`config.mk`:
```
export PLATFORM = sky130hd
export DESIGN_NAME = windowed_reg_file_flat
export DESIGN_NICKNAME = d
export VERILOG_FILES = /design/src/rtl/windowed_reg_file_if.sv /design/src/rtl/windowed_reg_file.sv /design/src/flat_wrapper.sv
export SDC_FILE = /design/constraint.sdc
export NUM_CORES = 2
export LEC_CHECK = 0
export BUFFER_PORTS_ARGS = -buffer_cell sky130_fd_sc_hd__buf_2
export CAP_MARGIN = 20
export CORE_MARGIN = 5
export CORE_UTILIZATION = 41
export CTS_CLUSTER_SIZE = 12
export DETAILED_ROUTE_END_ITERATION = 6
export PLACE_DENSITY_LB_ADDON = 0.05
export SYNTH_ARGS = -nofsm -noshare
export SYNTH_HDL_FRONTEND = slang
export SYNTH_SLANG_ARGS = --single-unit
```
`constraint.sdc`:
```
create_clock -name clock -period 4.8 [get_ports clock]
set_input_delay 0.24 -clock clock [delete_from_list [all_inputs] [get_ports clock]]
set_output_delay 0.24 -clock clock [all_outputs]
set_load 0.01 [all_outputs]
```
`src/rtl/windowed_reg_file_if.sv`:
```
// windowed_reg_file_if
//   Bundles the data/control signals of the windowed register file.
//   master : driver side (datapath or testbench), drives in/sel/load/window.
//   slave  : register file side, returns read data, view and limit flag.
//   Signals:
//     in        write data
//     selA      logical read A register, also the write address
//     selB      logical read B register
//     load_L    active-low write enable
//     winAddSub 2'b10 advance window, 2'b01 retreat, otherwise hold
//     outA/outB combinational read data
//     outView   8-slot preview of the window after the next edge
//     w         window index sits at the advance limit
interface windowed_reg_file_if #(
    parameter int WIDTH  = 16,
    parameter int WIN_SZ = 8
);
    localparam int SEL_W = $clog2(WIN_SZ);

    logic [WIDTH-1:0]        in;
    logic [SEL_W-1:0]        selA;
    logic [SEL_W-1:0]        selB;
    logic                    load_L;
    logic [1:0]              winAddSub;
    logic [WIDTH-1:0]        outA;
    logic [WIDTH-1:0]        outB;
    logic [WIN_SZ*WIDTH-1:0] outView;
    logic                    w;

    modport master (
        output in, selA, selB, load_L, winAddSub,
        input  outA, outB, outView, w
    );

    modport slave (
        input  in, selA, selB, load_L, winAddSub,
        output outA, outB, outView, w
    );
endinterface

```
`src/rtl/windowed_reg_file.sv`:
```
// windowed_reg_file
//   32 physical registers seen through an 8-register sliding window.
//   Logical register r maps to physical (r + index) mod NUM_REGS. The window
//   index moves by WIN_STEP; advancing stops once index reaches WIN_LIMIT,
//   retreating has no guard and wraps.
//   Ports:
//     clock  rising-edge clock
//     reset  synchronous active-high reset (clears registers and index)
//     bus    windowed_reg_file_if.slave (read/write/window/view signals)

// One enable-loaded storage register with synchronous clear.
module wrf_reg #(
    parameter int WIDTH = 16
) (
    input  logic             clock,
    input  logic             reset,
    input  logic             en,
    input  logic [WIDTH-1:0] d,
    output logic [WIDTH-1:0] q
);
    always_ff @(posedge clock) begin
        if (reset)   q <= '0;
        else if (en) q <= d;
    end
endmodule

module windowed_reg_file #(
    parameter int WIDTH     = 16,
    parameter int NUM_REGS  = 32,
    parameter int WIN_STEP  = 4,
    parameter int WIN_LIMIT = 24
) (
    input  logic                 clock,
    input  logic                 reset,
    windowed_reg_file_if.slave   bus
);
    localparam int IDX_W  = $clog2(NUM_REGS);
    localparam int WIN_SZ = 8;

    logic [NUM_REGS-1:0][WIDTH-1:0] phys;
    logic [NUM_REGS-1:0]            we;
    logic [IDX_W-1:0]               index;
    logic [IDX_W-1:0]               next_index;
    logic                           index_en;
    logic [IDX_W-1:0]               addr_a;
    logic [IDX_W-1:0]               addr_b;

    // Window offset add wraps naturally in IDX_W bits.
    assign addr_a = IDX_W'(bus.selA) + index;
    assign addr_b = IDX_W'(bus.selB) + index;

    assign bus.w = (index == IDX_W'(WIN_LIMIT));

    always_comb begin
        next_index = index;
        index_en   = 1'b0;
        case (bus.winAddSub)
            2'b10: begin
                index_en = 1'b1;
                if (!bus.w) next_index = index + IDX_W'(WIN_STEP);
            end
            2'b01: begin
                index_en   = 1'b1;
                next_index = index - IDX_W'(WIN_STEP);
            end
            default: ;
        endcase
    end

    wrf_reg #(.WIDTH(IDX_W)) u_index (
        .clock (clock),
        .reset (reset),
        .en    (index_en),
        .d     (next_index),
        .q     (index)
    );

    // Write demux: the address uses the pre-update index, so a write and a
    // window move in the same cycle land in the old window.
    genvar gi;
    generate
        for (gi = 0; gi < NUM_REGS; gi++) begin : g_phys
            assign we[gi] = !bus.load_L && (addr_a == IDX_W'(gi));

            wrf_reg #(.WIDTH(WIDTH)) u_reg (
                .clock (clock),
                .reset (reset),
                .en    (we[gi]),
                .d     (bus.in),
                .q     (phys[gi])
            );
        end
    endgenerate

    assign bus.outA = phys[addr_a];
    assign bus.outB = phys[addr_b];

    // View previews the window selected by next_index. Slots past the top of
    // the bank read zero (logical shift of the bank, not a rotate).
    always_comb begin
        logic [IDX_W:0] pos;
        bus.outView = '0;
        pos         = '0;
        for (int k = 0; k < WIN_SZ; k++) begin
            pos = {1'b0, next_index} + (IDX_W+1)'(k);
            if (pos < (IDX_W+1)'(NUM_REGS))
                bus.outView[k*WIDTH +: WIDTH] = phys[pos[IDX_W-1:0]];
        end
    end
endmodule

```
`src/flat_wrapper.sv`:
```
// flat-port wrapper written by rule: the top's interface ports become plain ports
module windowed_reg_file_flat 
#(
    parameter int WIDTH     = 16,
    parameter int NUM_REGS  = 32,
    parameter int WIN_STEP  = 4,
    parameter int WIN_LIMIT = 24
)
  (clock, reset, bus_in, bus_selA, bus_selB, bus_load_L, bus_winAddSub, bus_outA, bus_outB, bus_outView, bus_w);
  windowed_reg_file_if #(.WIDTH(WIDTH), .WIN_SZ(8)) bus_i ();
  input  logic clock;
  input  logic reset;
  input wire logic [$bits(bus_i.in)-1:0] bus_in;
  input wire logic [$bits(bus_i.selA)-1:0] bus_selA;
  input wire logic [$bits(bus_i.selB)-1:0] bus_selB;
  input wire logic [$bits(bus_i.load_L)-1:0] bus_load_L;
  input wire logic [$bits(bus_i.winAddSub)-1:0] bus_winAddSub;
  output wire logic [$bits(bus_i.outA)-1:0] bus_outA;
  output wire logic [$bits(bus_i.outB)-1:0] bus_outB;
  output wire logic [$bits(bus_i.outView)-1:0] bus_outView;
  output wire logic [$bits(bus_i.w)-1:0] bus_w;
  assign bus_i.in = bus_in;
  assign bus_i.selA = bus_selA;
  assign bus_i.selB = bus_selB;
  assign bus_i.load_L = bus_load_L;
  assign bus_i.winAddSub = bus_winAddSub;
  assign bus_outA = bus_i.outA;
  assign bus_outB = bus_i.outB;
  assign bus_outView = bus_i.outView;
  assign bus_w = bus_i.w;
  windowed_reg_file #(.WIDTH(WIDTH), .NUM_REGS(NUM_REGS), .WIN_STEP(WIN_STEP), .WIN_LIMIT(WIN_LIMIT)) u_core (.clock(clock), .reset(reset), .bus(bus_i));
endmodule
```
After elaboration in Yosys (flattened, before gate mapping)
Cells that the tools add are included. Widths: inputs -> output; s select.

Bits in latches: 0. Bits in registers: 517. Input port bits: 27. Logic and storage cells: 162. Bits in read-only memories: 0. Memories: 0. Memory bits (writable): 0. Output and inout port bits: 161.

Muxes and demuxes: 31. Add/subtract/negate cells: 11. Equal/unequal tests: 34. Shifts and indexed selects: 0. Multiply operators: 0. Divide/modulo/power cells: 0. Bitwise gates (word level): 0. Magnitude comparators: 18. Reductions and logical operators: 35.

Operators by type and width (number): $bmux 16 s5 (10); $mux 16 (18); $eq 5x5->1 const B (17); $lt 5x6->1 const B (11); $lt 6x6->1 const B (7); $eq 5x4->1 const B (8); $logic_and 1x1->1 (32); $add 5x3->6 const B (4); $eq 5x3->1 const B (4); $add 5x2->6 const B (2); $add 3x5->5 (2); $eq 5x2->1 const B (2); $pmux 5 s2 (1); $add 5x1->6 const B (1); $add 5x3->5 const B (1); $eq 5x1->1 const B (1); $logic_not 5->1 (1); $mux 5 (1); $sub 5x3->5 const B (1); $eq 2x1->1 const B (1); $eq 2x2->1 const B (1); $reduce_or 2->1 (1); $logic_not 1->1 (1); $mux 1 (1).

Longest topological paths before layout
Depth in word-level cells: 7. Depth in mapped cells: 17. Gate-level depth less buffers: 12.

Hierarchy
Synthesis repeated with hierarchy kept, for this count alone.

Cell total of the unflattened synthesis: 4345. Area, all modules: 49575.0 µm².

By module, submodules not included: windowed_reg_file (area each 30817.1 µm², cells an instance 2665, times used 1, seq. area each 0.0 µm²); wrf_reg (u_core.g_phys[0].u_reg ...) (area each 580.6 µm², cells an instance 52, times used 32, seq. area each 320.3 µm²); wrf_reg (u_core.u_index) (area each 180.2 µm², cells an instance 16, times used 1, seq. area each 100.1 µm²).

Worst setup path after synthesis
Ideal clock, no wire load.

Kind: input -> output. Start point: in bus_winAddSub[0]. End point: out bus_outView[126]. Stages on the path: 17. Arrival time: 3419 ps. Slack: 1141 ps. Buffers on the path: 6. Cell sequence: inv_1 > ha_1 > buf_4 > or2_0 > o32a_1 > buf_2 > inv_2 > buf_2 > buf_2 > ha_1 > clkbuf_1 > nor3b_1 > o21ai_0 > o2111ai_2 > clkbuf_1 > a32oi_1 > and3_1.

Cells in the longest elaborated chain, start to end: 6.

Ends and longest elaborated chain: from (decl) (line flat_wrapper.sv:17) `input wire logic [$bits(bus_i.winAddSub)-1:0] bus_winAddSub;`; $eq 2x1->1 or $eq 2x2->1 (tied branches) (line windowed_reg_file.sv:57) `case (bus.winAddSub)`; $pmux 5 s2 * (line windowed_reg_file.sv:57); net u_core.next_index[2] (line windowed_reg_file.sv:43) `logic [IDX_W-1:0] next_index;`; $add 5x3->6 * (line windowed_reg_file.sv:105) `pos = {1'b0, next_index} + (IDX_W+1)'(k);`; $bmux 16 s5 (line windowed_reg_file.sv:107) `bus.outView[k*WIDTH +: WIDTH] = phys[pos[IDX_W-1:0]];`; $mux 16 (not written as such) (line windowed_reg_file.sv:107); $mux 16 * (line windowed_reg_file.sv:106) `if (pos < (IDX_W+1)'(NUM_REGS))`; to (decl) (line flat_wrapper.sv:20) `output wire logic [$bits(bus_i.outView)-1:0] bus_outView;`.

The timed path passes the listed nets; every way through them passes the cells marked *. The select of a mux whose other input is x is not followed.

Final worst setup path
Start point: reg u_core.u_index.q[2]. End point: out bus_outView[114].

Cells in the longest elaborated chain, start to end: 7.

Ends and longest elaborated chain: from (decl) (line windowed_reg_file.sv:19) `output logic [WIDTH-1:0] q`; from (signal assigned) (line windowed_reg_file.sv:22) `if (reset) q <= '0;`; from (signal assigned) (line windowed_reg_file.sv:23) `else if (en) q <= d;`; $add 5x3->5 or $eq 5x5->1 (tied branches) (line windowed_reg_file.sv:60, windowed_reg_file.sv:52); $mux 5 (line windowed_reg_file.sv:60) `if (!bus.w) next_index = index + IDX_W'(WIN_STEP);`; $pmux 5 s2 * (line windowed_reg_file.sv:57); $add 5x3->6 * (line windowed_reg_file.sv:105); $bmux 16 s5 (line windowed_reg_file.sv:107); $mux 16 (not written as such) (line windowed_reg_file.sv:107); $mux 16 * (line windowed_reg_file.sv:106).

Every way passes the cells marked *; elsewhere a longest branch is shown, timed or not. The select of a mux whose other input is x is not followed.

==> metrics.md <==
| Metric | Value |
|---|---|
| Routed WL | roughly 180,000 um |
| Flop2flop setup slack | 0.88 ns |
| M2 GR Usage | about 54% |
| Die ar. | 0.0967 sq mm |
| Slew Limit Fails | 0 |
| Yosys warns | 0 |
| Internal | around 8500 uW |
| Synthesized area | roughly 0.037 sq mm |
| Sequential area share after synthesis | 27.7% |
| Most common cell after layout, fill and taps aside | mux2i_1 |
| Met3 global-route usage | ~6.9% |
| Max Cap Viol | 0 |
| Final Hold Viols | 0 |
| Largest net degree at the start of global routing | roughly 130 |
| Setup crit end kind | output port |
| P per Cell Area | roughly 320 mW/mm^2 |
| Initial core utilization | around 41% |
| Syn Nets | 3,931 |
| CTS max path bufs | 3 |
| Post-Synthesis Mean Instance Area | between 9 and 10 sq um |
| Root Driver | clkbuf_16 |
| Worst-Margin Slew | about 1.2 ns |
| Hold Path Cell Cnt | 2 |
| Initial antenna violation count | 8 |
| CTS tree | built |
| Net load switching power | 4670 uW |
| Clk_lat worst skew | 0.64 ns |
| RSZ-0062 raised after global routing | yes |
| WL/cell | between 30 and 40 um |
| Worst path max stage delay | roughly 0.44 ns |
| Die Y | just over 300 um |
| Routed Antenna Nets | 0 |
| Port Buffer Count | around 190 |
| Clock Power Share | 39.0% |
| Post-DP HPWL | 116,000 um |
| Htree depth | 3 |
| Final worst path period share | 96.5% |
| Yosys top cell by area | dfxtp_1 |
| Core Area | around 0.09 sq mm |
| Area growth, synth to finish | 12.2% |
| Slowest cell on crit path | buf_16 |
| Worst setup SP type | flip-flop |
| Post-synth EDFFs | 0 |
| FF-to-FF path depth | 8 |
| Grt met1 use | between 40% and 50% |
| Pleak | between 0.01 and 0.015 uW |
| Largest cells by area after synthesis | dfxtp_1, mux4_2, mux2i_1 |
| CP arrival | ~4.4 ns |
| CP Cell Sequence | inv_1 > ha_1 > and3b_1 > o32a_2 > inv_6 > ha_2 > nor3_1 > o21ai_0 > o2111ai_4 > buf_16 > a32oi_1 > and3_1 > buf_2 |
| Cell family with most CP delay | buffers and inverters |
| Critical path class | flip-flop to output port |
| DR vias/cell | between 6 and 7 |
| CTS clk-pin slew, worst paths | ~0.06 ns |
| Hold buffers post-CTS | 0 |
| Net Sw Frac | ~35% |
| FMAX | roughly 220 MHz |
| Cell Area, Placed | just under 0.04 sq mm |
| Combinational Power Share | 27.6% |
| DRT iter0 DRCs | ~4,700 |
| Clock Skew | approximately 0.015 ns |
| Asr flop ratio synth | 0% |
| Final instance count without filler cells | around 5,100 |
| Sequential power share | between 30 and 40% |
| GRT overflow | 0 |
| Most used routing layer | met2 |
| GRT Overall Usage | 35.3% |
| Final Cell Area | between 0.04 and 0.05 sq mm |
| Most used flip-flop cell after synthesis | dfxtp_1 |
| Hold Path Class | input pin to flip-flop |
| Die width | 311 um |
| Fillers | roughly 8,500 |
| Status | completed |
| Maximum vdd drop | approximately 0.00025 V |
| Via count | roughly 35,000 |
| Nets | between 3,000 and 4,000 |
| WP buf/inv | 4 |
| # clock sinks | about 520 |
| Number of global-route vias before repair | 33,600 |
| Cells after Synth | 3,894 |
| Reg2reg end | u_core.g_phys[20].u_reg.q[15]$_SDFFE_PP0P_ |
| Leading cell types in the layout, fill and taps excluded | mux2i_1, nor2_1, dfxtp_1, a211oi_1, mux4_2 |
| Row Count | between 100 and 150 |
| Yosys top cell area share | around 28% |
| Netlist cell types | 52 |
| Final setup violation count | 0 |
| Placed instance count | slightly below 5,000 |
| Hold Crit Start | reset |
| FF+latch count, synth | a little over 500 |
| Worst Hold End | u_core.g_phys[23].u_reg.q[4]$_SDFFE_PP0P_ |
| # DRC | 0 |
| I/O pin count | between 150 and 200 |
| Worst-path maximum fanout | between 60 and 70 |
| Critical Path RT | ~4.6 ns |
| Share of cells above drive strength 1 | 21.5% |
| Crit path time final | roughly 4.6 ns |
| Final Wtd Congestion | ~0.89 |
| DRT Pass-1 Iters | 5 |
| Worst r2r src | u_core.u_index.q[2]$_SDFFE_PP0N_ |
| First-pass GRT wire length | about 250,000 um |
| Num CTS Buffers | between 60 and 70 |
| Relative slew slack | between 20% and 30% |
flip-flops by register name (all words and copies together) (netlist names):
| signal | count |
|---|---|
| u_core.u_index.q | 3 |
| u_core.g_phys.u_reg.q | 512 |
metal layers:
layer | routed length [um] | share of wire [%] | vias up
met5 | 0 | 0 | -
met2 | 78400 | 44 | 2392
li1 | - | - | 14500
met4 | 14900 | 8.4 | 0
met3 | 16700 | 9.4 | 612
met1 | 67500 | 38 | 17500
stage by stage:
step	hold slack [ns]	total power (uW)	utilization, %	TNS [ns]	worst slack (ns)
after floorplan	0.387	6390	-	0	1.14
after global placement	0.547	7970	43.8	0	0.469
after detailed placement	0.555	8010	43.8	0	0.400
after CTS	0.167	13200	46.2	0	0.0122
after global routing	0.191	13500	46.3	-0.0291	-0.0141
final	0.151	13200	46.3	0	0.170
cells by family (layout without fill, tap and decap cells):
kind of cell,Yosys count,in the layout,synth area share [%]
fa+ha+maj,10,10,0.337
mux,983,983,37.3
other cells,0,5,0
flops,515,515,27.7
buf+inv,722,705,8.15
xor+xnor,3,3,0.0909
compound gates,663,663,14.4
simple gates,998,998,11.9
worst max path at each step:
stage          slack (ns)               end  cells after the start                              from
3_3_place_gp         0.47   bus_outView[23]                     12                  bus_winAddSub[0]
2_1_floorplan        1.14  bus_outView[126]                     17                  bus_winAddSub[0]
4_1_cts              0.01  bus_outView[112]                     14  u_core.u_index.q[2]$_SDFFE_PP0N_
6_report             0.17  bus_outView[114]                     13  u_core.u_index.q[2]$_SDFFE_PP0N_
5_1_grt             -0.01  bus_outView[102]                     13  u_core.u_index.q[2]$_SDFFE_PP0N_
3_5_place_dp         0.40   bus_outView[23]                     12                  bus_winAddSub[0]
power groups by stage:
stage	clock network [uW]	logic (uW)	registers (uW)
detailed placement	0	3530	4480
CTS	5200	3570	4390
global route	5370	3750	4390
finish	5140	3630	4390
floorplan	0	1950	4440
global placement	0	3490	4480
area by class of cell:
cell class / instances / area, sq um / area share (%)
multi-input combinational: 2657 / 24000 / 57.7
sequential: 515 / 10300 / 24.8
timing repair buffer: 326 / 2680 / 6.43
clock buffer: 94 / 1930 / 4.63
tap: 1176 / 1470 / 3.53
inverter: 265 / 1000 / 2.40
clock inverter: 20 / 215 / 0.516
antenna: 5 / 12.5 / 0.0300
what timing repair did:
action | 4_1_cts | 5_1_grt
pin swaps | 0 | 1
endpoints found under the setup margin | 7 | 65
setup buffers | 0 | 1
gates cloned | 1 | 0
hold endpoints to repair | 0 | 0
resized for setup | 2 | 7
synth_stat cells, drive strengths merged, types with 6 or more instances:
| cell | number |
|---|---|
| o2111ai | 8 |
| nand2 | 286 |
| ha | 10 |
| mux2 | 23 |
| or3 | 6 |
| and3 | 65 |
| buf | 163 |
| mux2i | 640 |
| nand3 | 6 |
| a2111oi | 128 |
| nor2 | 539 |
| inv | 264 |
| nor4 | 64 |
| a32oi | 128 |
| nand2b | 6 |
| mux4 | 320 |
| a211oi | 384 |
| dfxtp | 515 |
| nor3 | 10 |
| clkbuf | 294 |
Note: power is estimated with default switching activity, not from simulation.
